===== config.mk =====
export PLATFORM = sky130hd
export DESIGN_NAME = rpi_pixel_packer_flat
export DESIGN_NICKNAME = d
export VERILOG_FILES = /design/src/rtl/rpi_pixel_packer_if.sv /design/src/rtl/rpi_pixel_packer.sv /design/src/flat_wrapper.sv
export SDC_FILE = /design/constraint.sdc
export NUM_CORES = 1
export LEC_CHECK = 0
export CAP_MARGIN = 20
export CORE_MARGIN = 4
export CORE_UTILIZATION = 53
export CTS_BUF_LIST = sky130_fd_sc_hd__clkbuf_8 sky130_fd_sc_hd__clkbuf_16
export DETAILED_ROUTE_END_ITERATION = 16
export PLACE_DENSITY = 0.91
export SYNTH_ARGS = -nofsm -noshare
export SYNTH_HDL_FRONTEND = slang
export SYNTH_SLANG_ARGS = --single-unit
export TNS_END_PERCENT = 10

===== constraint.sdc =====
create_clock -name FPGA_clk -period 2.35 [get_ports FPGA_clk]
set_clock_uncertainty 0.05 [all_clocks]
set_input_delay 0.47 -clock FPGA_clk [delete_from_list [all_inputs] [get_ports FPGA_clk]]
set_output_delay 0.47 -clock FPGA_clk [all_outputs]
set_load 0.005 [all_outputs]

===== src/rtl/rpi_pixel_packer_if.sv =====
// SRAM byte-write channel from the pixel packer: address/data qualified by valid, accepted by ready.
interface rpi_pixel_packer_if #(
   parameter int ADDR_W = 17
);
   logic [ADDR_W-1:0] wr_addr;
   logic [7:0]        wr_data;
   logic              wr_valid;
   logic              wr_ready;

   modport master (output wr_addr, wr_data, wr_valid, input wr_ready);
   modport slave  (input wr_addr, wr_data, wr_valid, output wr_ready);
endinterface


===== src/rtl/rpi_pixel_packer.sv =====
// Packs 1-bit RPi pixels (first pixel in bit 7) into frame-relative SRAM bytes; wr_valid rises ~4 FPGA_clk after the 8th rpi_clk edge.
// One byte of output buffering: a byte completing while the previous one is still unaccepted is dropped and overflow sticks.
module rpi_pixel_packer #(
   parameter int ADDR_W    = 17,
   parameter int MAX_BYTES = 100000
) (
   input  logic               FPGA_clk,
   input  logic               rst,
   input  logic               rpi_clk,
   input  logic               rpi_h_sync,
   input  logic               rpi_v_sync,
   input  logic               rpi_color,
   input  logic               rec,
   rpi_pixel_packer_if.master wr,
   output logic               frame_done,
   output logic               overflow,
   output logic               full
);
   localparam logic [ADDR_W-1:0] LAST_ADDR = ADDR_W'(MAX_BYTES - 1);

   typedef enum logic [2:0] {
      S_IDLE,
      S_WAIT_FRAME,
      S_CAPTURE,
      S_FULL,
      S_DRAIN
   } state_t;

   state_t state, state_nxt;

   logic [1:0] clk_sync, hs_sync, vs_sync, col_sync, rec_sync;
   logic       clk_d, vs_d;
   logic       pix_stb, vs_rise, vs_fall, hs_s, vs_s, col_s, rec_s;
   logic [7:0] shift_dat, new_byte;
   logic [2:0] pix_cnt;
   logic       accept, byte_done, hshake, last_hs, load, drop, frame_start, fd_nxt;

   always_ff @(posedge FPGA_clk) begin
      if (rst) begin
         clk_sync <= '0;
         hs_sync  <= '0;
         vs_sync  <= '0;
         col_sync <= '0;
         rec_sync <= '0;
         clk_d    <= 1'b0;
         vs_d     <= 1'b0;
      end else begin
         clk_sync <= {clk_sync[0], rpi_clk};
         hs_sync  <= {hs_sync[0],  rpi_h_sync};
         vs_sync  <= {vs_sync[0],  rpi_v_sync};
         col_sync <= {col_sync[0], rpi_color};
         rec_sync <= {rec_sync[0], rec};
         clk_d    <= clk_sync[1];
         vs_d     <= vs_sync[1];
      end
   end

   assign hs_s    = hs_sync[1];
   assign vs_s    = vs_sync[1];
   assign col_s   = col_sync[1];
   assign rec_s   = rec_sync[1];
   assign pix_stb = clk_sync[1] & ~clk_d;
   assign vs_rise = vs_s & ~vs_d;
   assign vs_fall = ~vs_s & vs_d;

   // rec is active-low: a synced 1 halts acceptance on this very cycle.
   assign accept      = (state == S_CAPTURE) && pix_stb && !hs_s && !vs_s && !rec_s;
   assign byte_done   = accept && (pix_cnt == 3'd7);
   assign new_byte    = {shift_dat[6:0], col_s};
   assign hshake      = wr.wr_valid && wr.wr_ready;
   assign last_hs     = hshake && (wr.wr_addr == LAST_ADDR);
   assign frame_start = (state == S_WAIT_FRAME) && vs_fall && !rec_s;

   // A byte finishing as the frame's last byte is accepted has nowhere to go; it is discarded quietly.
   assign load = byte_done && (!wr.wr_valid || hshake) && !last_hs;
   assign drop = byte_done && wr.wr_valid && !hshake;

   always_ff @(posedge FPGA_clk) begin
      if (rst) begin
         shift_dat <= '0;
         pix_cnt   <= '0;
      end else if (frame_start || ((state == S_CAPTURE) && vs_rise)) begin
         shift_dat <= '0;
         pix_cnt   <= '0;
      end else if (accept) begin
         shift_dat <= new_byte;
         pix_cnt   <= pix_cnt + 3'd1;
      end
   end

   always_ff @(posedge FPGA_clk) begin
      if (rst) begin
         wr.wr_addr  <= '0;
         wr.wr_data  <= '0;
         wr.wr_valid <= 1'b0;
         overflow    <= 1'b0;
         frame_done  <= 1'b0;
      end else begin
         frame_done <= fd_nxt;
         if (drop) begin
            overflow <= 1'b1;
         end
         if (load) begin
            wr.wr_data  <= new_byte;
            wr.wr_valid <= 1'b1;
         end else if (hshake) begin
            wr.wr_valid <= 1'b0;
         end
         if (frame_start) begin
            wr.wr_addr <= '0;
         end else if (hshake && (wr.wr_addr != LAST_ADDR)) begin
            wr.wr_addr <= wr.wr_addr + ADDR_W'(1);
         end
      end
   end

   always_ff @(posedge FPGA_clk) begin
      if (rst) begin
         state <= S_IDLE;
      end else begin
         state <= state_nxt;
      end
   end

   always_comb begin
      state_nxt = state;
      fd_nxt    = 1'b0;
      case (state)
         S_IDLE: begin
            if (!rec_s) begin
               state_nxt = S_WAIT_FRAME;
            end
         end
         S_WAIT_FRAME: begin
            if (rec_s) begin
               state_nxt = S_DRAIN;
            end else if (vs_fall) begin
               state_nxt = S_CAPTURE;
            end
         end
         S_CAPTURE: begin
            if (vs_rise) begin
               fd_nxt    = 1'b1;
               state_nxt = rec_s ? S_DRAIN : S_WAIT_FRAME;
            end else if (rec_s) begin
               state_nxt = S_DRAIN;
            end else if (last_hs) begin
               state_nxt = S_FULL;
            end
         end
         S_FULL: begin
            if (vs_rise) begin
               fd_nxt    = 1'b1;
               state_nxt = rec_s ? S_DRAIN : S_WAIT_FRAME;
            end
         end
         // Let a pending byte finish its handshake before going idle.
         S_DRAIN: begin
            if (!wr.wr_valid || hshake) begin
               state_nxt = S_IDLE;
            end
         end
         default: state_nxt = S_IDLE;
      endcase
   end

   assign full = (state == S_FULL);
endmodule


===== src/flat_wrapper.sv =====
// flat-port wrapper written by rule: the top's interface ports become plain ports
module rpi_pixel_packer_flat 
#(
   parameter int ADDR_W    = 17,
   parameter int MAX_BYTES = 100000
)
  (FPGA_clk, rst, rpi_clk, rpi_h_sync, rpi_v_sync, rpi_color, rec, frame_done, overflow, full, wr_wr_addr, wr_wr_data, wr_wr_valid, wr_wr_ready);
  rpi_pixel_packer_if #(.ADDR_W(ADDR_W)) wr_i ();
  input  logic FPGA_clk;
  input  logic rst;
  input  logic rpi_clk;
  input  logic rpi_h_sync;
  input  logic rpi_v_sync;
  input  logic rpi_color;
  input  logic rec;
  output logic frame_done;
  output logic overflow;
  output logic full;
  output wire logic [$bits(wr_i.wr_addr)-1:0] wr_wr_addr;
  output wire logic [$bits(wr_i.wr_data)-1:0] wr_wr_data;
  output wire logic [$bits(wr_i.wr_valid)-1:0] wr_wr_valid;
  input wire logic [$bits(wr_i.wr_ready)-1:0] wr_wr_ready;
  assign wr_wr_addr = wr_i.wr_addr;
  assign wr_wr_data = wr_i.wr_data;
  assign wr_wr_valid = wr_i.wr_valid;
  assign wr_i.wr_ready = wr_wr_ready;
  rpi_pixel_packer #(.ADDR_W(ADDR_W), .MAX_BYTES(MAX_BYTES)) u_core (.FPGA_clk(FPGA_clk), .rst(rst), .rpi_clk(rpi_clk), .rpi_h_sync(rpi_h_sync), .rpi_v_sync(rpi_v_sync), .rpi_color(rpi_color), .rec(rec), .wr(wr_i), .frame_done(frame_done), .overflow(overflow), .full(full));
endmodule

After elaboration in Yosys (flattened, before gate mapping)

Index checks and enable logic that the tools add are counted.
Widths: inputs -> output; s select.

Memories kept: 0
Bits in latches: 0
Register bits after elaboration: 53
Word-level logic and storage cells: 79
Input bits: 8
Memory bits (read-only): 0
Bits in writable memories: 0

Multipliers: 0
Order comparisons: 0
Reduce and logical (&&, ||, !) cells: 30
Muxes and demuxes: 13
Bitwise logic cells: 7
$add $sub $neg: 2
Shift-type cells: 0
Equality and inequality tests: 12
Divide/modulo/power cells: 0

Operators with widths:

| kind                  | number |
|---|---|
| $mux 3                | 9 |
| $add 17x1->17 const B | 1 |
| $eq 17x17->1 const B  | 1 |
| $ne 17x17->1 const B  | 1 |
| $logic_and 1x1->1     | 15 |
| $pmux 3 s5            | 1 |
| $reduce_or 2->1       | 4 |
| $eq 3x2->1 const B    | 2 |
| $eq 3x3->1 const B    | 2 |
| $logic_not 1->1       | 6 |
| $reduce_and 5->1      | 1 |
| $ne 2x1->1 const B    | 2 |
| $ne 4x1->1 const B    | 1 |
| $not 1->1             | 4 |
| $add 3x1->3 const B   | 1 |
| $and 1x1->1           | 3 |
| $eq 3x1->1 const B    | 1 |
| $logic_not 3->1       | 1 |
| $mux 1                | 3 |
| $ne 3x1->1 const B    | 1 |
| $logic_or 1x1->1      | 2 |
| $ne 2x2->1 const B    | 1 |
| $reduce_bool 2->1     | 1 |

Logic depth before layout (Yosys ltp)

Gate-level depths: netlist of the first run.

Depth after elaboration: 10
Depth in mapped cells: 6
Gate-level depth less buffers: 5

Worst setup path after synthesis of the first run

Ideal clock, no wire load.

Path type: input port to flip-flop
From: input port wr_wr_ready
To: register u_core.wr.wr_addr[13]
Setup slack: 560 ps
Arrival: 1670 ps
Buffers on the path: 1
Setup time: 70 ps
Cell stages on the path: 5
Cell sequence: nand4_1 or3_1 clkbuf_1 or4_1 a21oi_1

Longest elaborated chain between the ends: 2

RTL lines:

| what                 | RTL line                  | RTL |
|---|---|---|
| from (decl)          | flat_wrapper.sv:22        | `input wire logic [$bits(wr_i.wr_ready)-1:0] wr_wr_ready;` |
| $logic_and 1x1->1    | rpi_pixel_packer.sv:70    | `assign hshake = wr.wr_valid && wr.wr_ready;` |
| $logic_and 1x1->1    | rpi_pixel_packer.sv:111   | `end else if (hshake && (wr.wr_addr != LAST_ADDR)) begin` |
| to (signal assigned) | rpi_pixel_packer.sv:112   | `wr.wr_addr <= wr.wr_addr + ADDR_W'(1);` |
| to (decl)            | rpi_pixel_packer_if.sv:10 | `modport master (output wr_addr, wr_data, wr_valid, input wr_ready);` |

Every way passes these cells.
A chain may end at the register's enable or synchronous reset.

Final worst setup path of the first run

From: register u_core.state[0]
To: output port full

Longest elaborated chain between the ends: 1

RTL lines:

| what                   | RTL line                | RTL |
|---|---|---|
| from (decl)            | rpi_pixel_packer.sv:29  | `state_t state, state_nxt;` |
| from (signal assigned) | rpi_pixel_packer.sv:121 | `state <= state_nxt;` |
| $eq 3x2->1             | rpi_pixel_packer.sv:167 | `assign full = (state == S_FULL);` |
| to (decl)              | flat_wrapper.sv:18      | `output logic full;` |

Every way passes these cells.

==> run_results.csv, run 1 <==
group,metric,value,unit
logic_synthesis,synth_fa_ha_area_share,1.59,%
die,dieWidth,74.7,um
power,ir_worst_vdd,0.496,mV
logic_synthesis,ys_warn_count,0,
global_routing,grt_pass1_vias,1794,
logic_synthesis,synthTopCellsByArea,"dfxtp_1 45%, a21oi_1 4.7%, nand2_1 4.6%, nand2b_1 4.5%, nor2b_1 4.0%",
job,drv_cap,0,
global_routing,antenna_found_initial,0,
detailed_routing,drtAntennaViolNets,0,
cells_and_area,area_delta_synth_final,22.4,%
die,dieArea,5580,um^2
setup_path,cp_slowest_stage_delay,500,ps
detailed_routing,drc,0,
logic_synthesis,synth_top_family_by_area,"simple AND/OR/NAND/NOR gates",
clocking,cts_setup_buffers,0,
setup_path,critPathTopFamily,"buffers and inverters",
setup_path,regToRegEndpoint,"u_core.wr.wr_data[6]$_SDFFE_PP0P_",
detailed_routing,routed_wl,4.86,mm
clocking,cts_tree,"built",
logic_synthesis,synthXorXnorAreaFrac,1.48,%
logic_synthesis,yosys.cell_types.count,48,
clocking,clkLatencyLatePin,300,ps
detailed_routing,routedWlPerCell,13.9,um
clocking,cts_hold_buf,0,
logic_synthesis,yosysTopAreaCell,"dfxtp_1",
timing,fin_tns_setup,0,ps
setup_path,cp-start-kind,"flip-flop",
logic_synthesis,synth_compound_area_share,15.1,%
logic_synthesis,avgSynthCellArea,9.11,um^2
logic_synthesis,synth_edf_count,0,
setup_path,critPathCaptureType,"output port",
global_routing,grt_pass1_wl,8.00,mm
setup_path,rr_startpoint,"u_core.state[1]$_SDFFE_PP0P_",
detailed_routing,vias_per_cell,5.71,
die,rows,24,
cells_and_area,stdcell_count,349,
die,dieHeight,74.7,um
cells_and_area,num-fill-cells,356,
die,initial_core_util,54.6,%
logic_synthesis,synthesis.area,2360,um^2
timing,fmax,463,MHz
clocking,cts_buffers,5,
logic_synthesis,synthesis.nets,270,
power,power_density,535,nW/um^2
place,hpwl,3.53,mm
setup_path,critical_path.max_fanout,8,
logic_synthesis,async_flop_share,0,%
power,fin_total_pwr,0.00155,W
timing,fin_ws,189,ps
logic_synthesis,synth_cells,259,
die,core_area,4320,um^2
clocking,htree_levels,2,
power,leakage,0.923,nW
setup_path,worst_path_max_delay_cell,"clkdlybuf4s50_1",
clocking,cts_buffer_depth,2,
cells_and_area,diodes,0,
outcome,status,"complete, no violations",
setup_path,arrival,1640,ps
place,place.gp.congestion,0.886,
logic_synthesis,ys_ff_latch,53,
detailed_routing,drt_iter0_drc,206,
cells_and_area,nets,307,
logic_synthesis,synthTopCellsByCount,"53 x dfxtp_1, 29 x nand2_1, 22 x a21oi_1, 17 x nand2b_1, 15 x nor2b_1",
detailed_routing,first_pass_iters,4,
hold_path,hold_class,"flip-flop to flip-flop",
logic_synthesis,ys.flop_type,"dfxtp_1",
timing,rsz0062_at_grt,"no",
timing,finalSetupViolCount,0,
global_routing,grt_max_degree,17,
hold_path,hold_start,"u_core.rec_sync[0]$_SDFF_PP0_",
setup_path,crit_chain,"inv_1 > nor2_1 > and2_1 > clkdlybuf4s50_1",
clocking,cts_num_sinks,53,
logic_synthesis,seq_area_frac_synth,45.0,%
cells_and_area,drive_gt1_share,7.74,%
setup_path,regToRegSetupSlack,410,ps
global_routing,grt_overflow,0,
timing,layout_min_cycle_time,2160,ps
setup_path,critical_path_class,"flip-flop to output port",
detailed_routing,vias,1992,
logic_synthesis,synth_simple_gate_area_share,30.5,%
global_routing,grtUsageTotal,18.4,%
setup_path,cp.required,1830,ps
setup_path,reg2regPathDepth,5,
setup_path,crit_buf_inv,2,
logic_synthesis,synth_mux_area_share,3.39,%
logic_synthesis,yosys.cell_count.top_type,"dfxtp_1",
die,pin_count,37,
timing,max_slew_margin,51.4,%
hold_path,hold_end,"u_core.rec_sync[1]$_SDFF_PP0_",
place,placed_cells,341,
timing,hold_viol_final,0,
timing,min_period_over_period,91.9,%
timing,tightest_slew,727,ps
clocking,root_buffer,"clkbuf_8",
logic_synthesis,synth_top_cell_area_share,45.0,%
place,place_ws,14.0,ps
place,io_buffers,36,
hold_path,hold_path_depth,1,
timing,final-max-slew-violation-count,0,
clocking,cts.clk_slew.worst_paths,90,ps
how the worst max path moves through the flow:
stage	startpoint	end	slack [ps]	depth (start not counted)
5_1_grt	u_core.state[0]$_SDFFE_PP0P_	full	110	4
4_1_cts	u_core.state[0]$_SDFFE_PP0P_	full	50	4
3_5_place_dp	wr_wr_ready	u_core.wr.wr_addr[15]$_SDFFE_PP0P_	10	5
3_3_place_gp	wr_wr_ready	u_core.wr.wr_addr[13]$_SDFFE_PP0P_	50	5
2_1_floorplan	wr_wr_ready	u_core.wr.wr_addr[13]$_SDFFE_PP0P_	560	5
6_report	u_core.state[0]$_SDFFE_PP0P_	full	190	4
layer usage:
layer  share of wire (%)  vias to the layer above  routed length (um)  GRT usage, %
met4                 1.5                        0                  74          6.92
met2                  49                       48                2370          31.3
met1                  44                      929                2150          22.8
met5                   0                        -                   0             0
met3                 5.4                        5                 261          4.27
li1                    -                     1010                   -             -
state kept, by name (all words and copies together), names as in the netlist:
name / cells
u_core.clk_sync: 2
u_core.frame_done: 1
u_core.wr.wr_valid: 1
u_core.vs_d: 1
u_core.state: 3
u_core.hs_sync: 2
u_core.col_sync: 2
u_core.shift_dat: 7
u_core.wr.wr_addr: 17
u_core.clk_d: 1
u_core.overflow: 1
u_core.pix_cnt: 3
u_core.vs_sync: 2
u_core.rec_sync: 2
u_core.wr.wr_data: 8
cell usage in the layout (no fill, tap or decap), types with 3 or more instances in the layout:
cell type | Yosys | layout
a21oi_1 | 22 | 22
and2_1 | 4 | 4
and4_1 | 5 | 5
buf_4 | 0 | 7
clkbuf_8 | 0 | 7
clkdlybuf4s50_1 | 0 | 36
dfxtp_1 | 53 | 52
ha_1 | 3 | 3
inv_1 | 5 | 5
mux2i_1 | 8 | 8
nand2_1 | 29 | 29
nand2b_1 | 17 | 17
nand3_1 | 4 | 4
nand4_1 | 7 | 7
nor2_1 | 11 | 11
nor2b_1 | 15 | 15
nor3b_1 | 4 | 4
nor4b_1 | 3 | 3
o21ai_0 | 3 | 3
o31ai_1 | 8 | 8
or3_1 | 3 | 3
or4_1 | 7 | 7
xnor2_1 | 3 | 3
layout make-up:
cell class	instances	area [um^2]	share of cell area [%]
inverter	5	18.8	0.650
sequential	53	1060	36.8
clock inverter	1	5.00	0.173
timing repair buffer	43	413	14.3
tap	52	65.1	2.25
clock buffer	7	96.3	3.33
multi-input combinational	188	1230	42.5
timing repair:
item,in CTS,in global routing
gates resized for setup,0,1
hold endpoints to repair,0,0
endpoints found under the setup margin,0,1
per-stage QoR:
step	area [um^2]	utilization, %	hold WS [ps]
2_1_floorplan	2360	-	364
3_3_place_gp	2790	64.4	366
3_5_place_dp	2790	64.4	372
4_1_cts	2890	66.8	393
5_1_grt	2890	66.8	404
6_report	2890	66.8	390
logic make-up after synthesis:
group / count (synthesis)
DFF: 53
adders and majority gates: 3
muxes: 8
AOI/OAI and AO/OA: 52
and+or+nand+nor: 121
xor gates and xnor gates: 4
buffers and inverters: 18
where the power goes:
| group | total [W] | internal (W) | switching (W) |
|---|---|---|---|
| Sequential | 0.000922 | 0.000910 | 0.0000123 |
| Combinational | 0.0000705 | 0.0000362 | 0.0000343 |
| Clock | 0.000553 | 0.000267 | 0.000286 |
worst register-to-register path: cells and delay by family (launching register included):
family          cells  cell delay [ps]
flops               1              510
buf+inv             1              240
mux                 1              220
simple gates        2              520
compound gates      1              330
No activity file was read; power rests on OpenSTA's default activity.
==> run 2, diff against run 1 <==
--- a/config.mk
+++ b/config.mk
@@ -5,7 +5,6 @@
 export SDC_FILE = /design/constraint.sdc
 export NUM_CORES = 1
 export LEC_CHECK = 0
-export CAP_MARGIN = 20
 export CORE_MARGIN = 4
 export CORE_UTILIZATION = 53
 export CTS_BUF_LIST = sky130_fd_sc_hd__clkbuf_8 sky130_fd_sc_hd__clkbuf_16
==> results of run 2 <==
Final layout, timing and power as in run 1 (identical DEF).
==> run 3, diff against run 2 <==
--- a/config.mk
+++ b/config.mk
@@ -6,10 +6,10 @@
 export NUM_CORES = 1
 export LEC_CHECK = 0
 export CORE_MARGIN = 4
-export CORE_UTILIZATION = 53
+export CORE_UTILIZATION = 45
 export CTS_BUF_LIST = sky130_fd_sc_hd__clkbuf_8 sky130_fd_sc_hd__clkbuf_16
 export DETAILED_ROUTE_END_ITERATION = 16
-export PLACE_DENSITY = 0.91
+export PLACE_DENSITY = 0.81
 export SYNTH_ARGS = -nofsm -noshare
 export SYNTH_HDL_FRONTEND = slang
 export SYNTH_SLANG_ARGS = --single-unit
==> run 3 against run 2 <==
Compared with the run above: final area is 1.0% higher; maximum frequency grew 1.4%; sequential power is essentially flat; core utilization is 9.7 points lower; critical endpoint unchanged; largest cell class unchanged; highest routed layer unchanged.
==> run_results.csv, run 3 (synthesis gave the netlist of run 1 again) <==
group,metric,value,unit
power,pwr-share-comb,4.7,%
hold_path,hold_path_depth,1,
clocking,cts_num_sinks,53,
timing,hold_viol_final,0,
cells_and_area,largest_reg_flops,17,
die,dieArea,6470,um^2
clocking,htree_levels,2,
cells_and_area,reg_top3,"u_core.wr.wr_addr (17), u_core.wr.wr_data (8), u_core.shift_dat (7)",
clocking,cts_setup_buffers,0,
power,ir_worst_vdd,0.472,mV
place,hpwl,3.65,mm
clocking,cts_tree,"built",
cells_and_area,num-fill-cells,477,
setup_path,critPathTopFamily,"buffers and inverters",
timing,max_slew_margin,48.8,%
die,dieHeight,80.4,um
global_routing,grt_pass1_vias,1928,
setup_path,critical_path_class,"flip-flop to output port",
power,leakage,0.925,nW
die,pin_count,37,
cells_and_area,stdcell_count,368,
global_routing,grtUsageTotal,17.1,%
job,drv_cap,0,
clocking,root_buffer,"clkbuf_8",
detailed_routing,drt_iter0_drc,78,
power,pwr-share-clk,35.5,%
setup_path,crit_buf_inv,2,
setup_path,worst_path_max_delay_cell,"clkdlybuf4s50_1",
detailed_routing,drtAntennaViolNets,0,
cells_and_area,diodes,0,
global_routing,grt_overflow,0,
detailed_routing,routed_wl,4.96,mm
timing,rsz0062_at_grt,"no",
cells_and_area,final_core_util,57.1,%
setup_path,crit_chain,"inv_1 > nor2_1 > and2_1 > clkdlybuf4s50_1",
setup_path,critPathCaptureType,"output port",
clocking,cts_buffers,5,
power,power_density,528,nW/um^2
hold_path,hold_class,"flip-flop to flip-flop",
place,io_buffers,36,
outcome,status,"complete, no violations",
setup_path,arrival,1610,ps
die,rows,26,
setup_path,cp-start-kind,"flip-flop",
power,switching_share,22.7,%
place,placed_cells,360,
cells_and_area,area_delta_synth_final,23.6,%
detailed_routing,first_pass_iters,4,
power,p_int,0.00119,W
cells_and_area,drive_gt1_share,8.05,%
die,dieWidth,80.4,um
setup_path,reg2regPathDepth,5,
global_routing,grt_pass1_wl,8.88,mm
die,core_area,5110,um^2
cells_and_area,nets,308,
clocking,cts_buffer_depth,2,
timing,fmax,469,MHz
cells_and_area,regMostFlops,"u_core.wr.wr_addr",
power,power_switching,0.000349,W
global_routing,antenna_found_initial,0,
die,initial_core_util,46.2,%
setup_path,cp.required,1830,ps
clocking,clkLatencyLatePin,300,ps
detailed_routing,drc,0,
timing,layout_min_cycle_time,2130,ps
timing,finalSetupViolCount,0,
clocking,cts_hold_buf,0,
place,place.gp.congestion,0.862,
timing,tightest_slew,767,ps
detailed_routing,vias,1973,
clocking,cts.clk_slew.worst_paths,100,ps
cells_and_area,mostFrequentLayoutCells,"52 x dfxtp_1, 36 x clkdlybuf4s50_1, 29 x nand2_1",
detailed_routing,vias_per_cell,5.36,
setup_path,cp_slowest_stage_delay,500,ps
detailed_routing,routedWlPerCell,13.5,um
timing,final-max-slew-violation-count,0,
timing,min_period_over_period,90.7,%
power,pwr-share-seq,59.9,%
cells_and_area,final_common_cell,"dfxtp_1",
setup_path,crit_cells,4,
setup_path,critical_path.max_fanout,8,
global_routing,grt_max_degree,20,
==> run 3: what timing repair did <==
action / 4_1_cts / 5_1_grt
resized for setup: 0 / 1
endpoints found under the hold margin: 0 / 0
setup endpoints to repair: 0 / 1
==> run 3: worst paths after layout <==
| kind | from | to | slack, ps |
|---|---|---|---|
| worst min register to register | u_core.rec_sync[0]$_SDFF_PP0_ | u_core.rec_sync[1]$_SDFF_PP0_ | 400 |
| worst min-delay path | u_core.rec_sync[0]$_SDFF_PP0_ | u_core.rec_sync[1]$_SDFF_PP0_ | 400 |
| worst max-delay path | u_core.state[0]$_SDFFE_PP0P_ | full | 220 |
| worst max register to register | u_core.wr.wr_addr[11]$_SDFFE_PP0P_ | u_core.wr.wr_addr[16]$_SDFFE_PP0P_ | 430 |
==> run 3: per-layer routing <==
metal / part of all wire, % / global-route usage (%) / vias up
met5: 0 / 0 / -
met1: 46 / 21.7 / 908
met4: 1.1 / 5.91 / 0
li1: - / - / 1011
met2: 49 / 28.7 / 47
met3: 4.6 / 3.70 / 7
==> run 3: final cells by class <==
cell class	count	area, um^2	share of cell area (%)
clock buffers	6	82.6	2.83
flip-flops and latches	53	1060	36.4
clock inverters	2	17.5	0.600
multi-input cells	188	1230	42.1
well taps	70	87.6	3.00
inverters	5	18.8	0.643
repair buffers	44	420	14.4
==> run 3: worst reg2reg max path, stage by stage, from the launching register on <==
cell and delay, ps:
dfxtp_1 370, or4_1 610, nor3_2 330, buf_4 230, nor4_1 60, o21a_1 170
==> run 3: metrics by stage <==
| step | cell area, um^2 | hold slack [ps] | power, W | setup WS [ps] | TNS, ps |
|---|---|---|---|---|---|
| 2_1_floorplan | 2360 | 364 | 0.000986 | 560 | 0 |
| 3_3_place_gp | 2820 | 367 | 0.00101 | 53.5 | 0 |
| 3_5_place_dp | 2820 | 385 | 0.00102 | -2.91 | -2.91 |
| 4_1_cts | 2920 | 408 | 0.00156 | 79.9 | 0 |
| 5_1_grt | 2920 | 416 | 0.00160 | 71.8 | 0 |
| 6_report | 2920 | 400 | 0.00154 | 218 | 0 |
==> run 3: power groups by stage <==
stage | sequential [W] | clock (W) | combinational, W
global placement | 0.000942 | 0 | 0.0000699
floorplan | 0.000939 | 0 | 0.0000479
detailed placement | 0.000943 | 0 | 0.0000721
finish | 0.000923 | 0.000547 | 0.0000720
CTS | 0.000922 | 0.000565 | 0.0000723
global route | 0.000926 | 0.000597 | 0.0000806
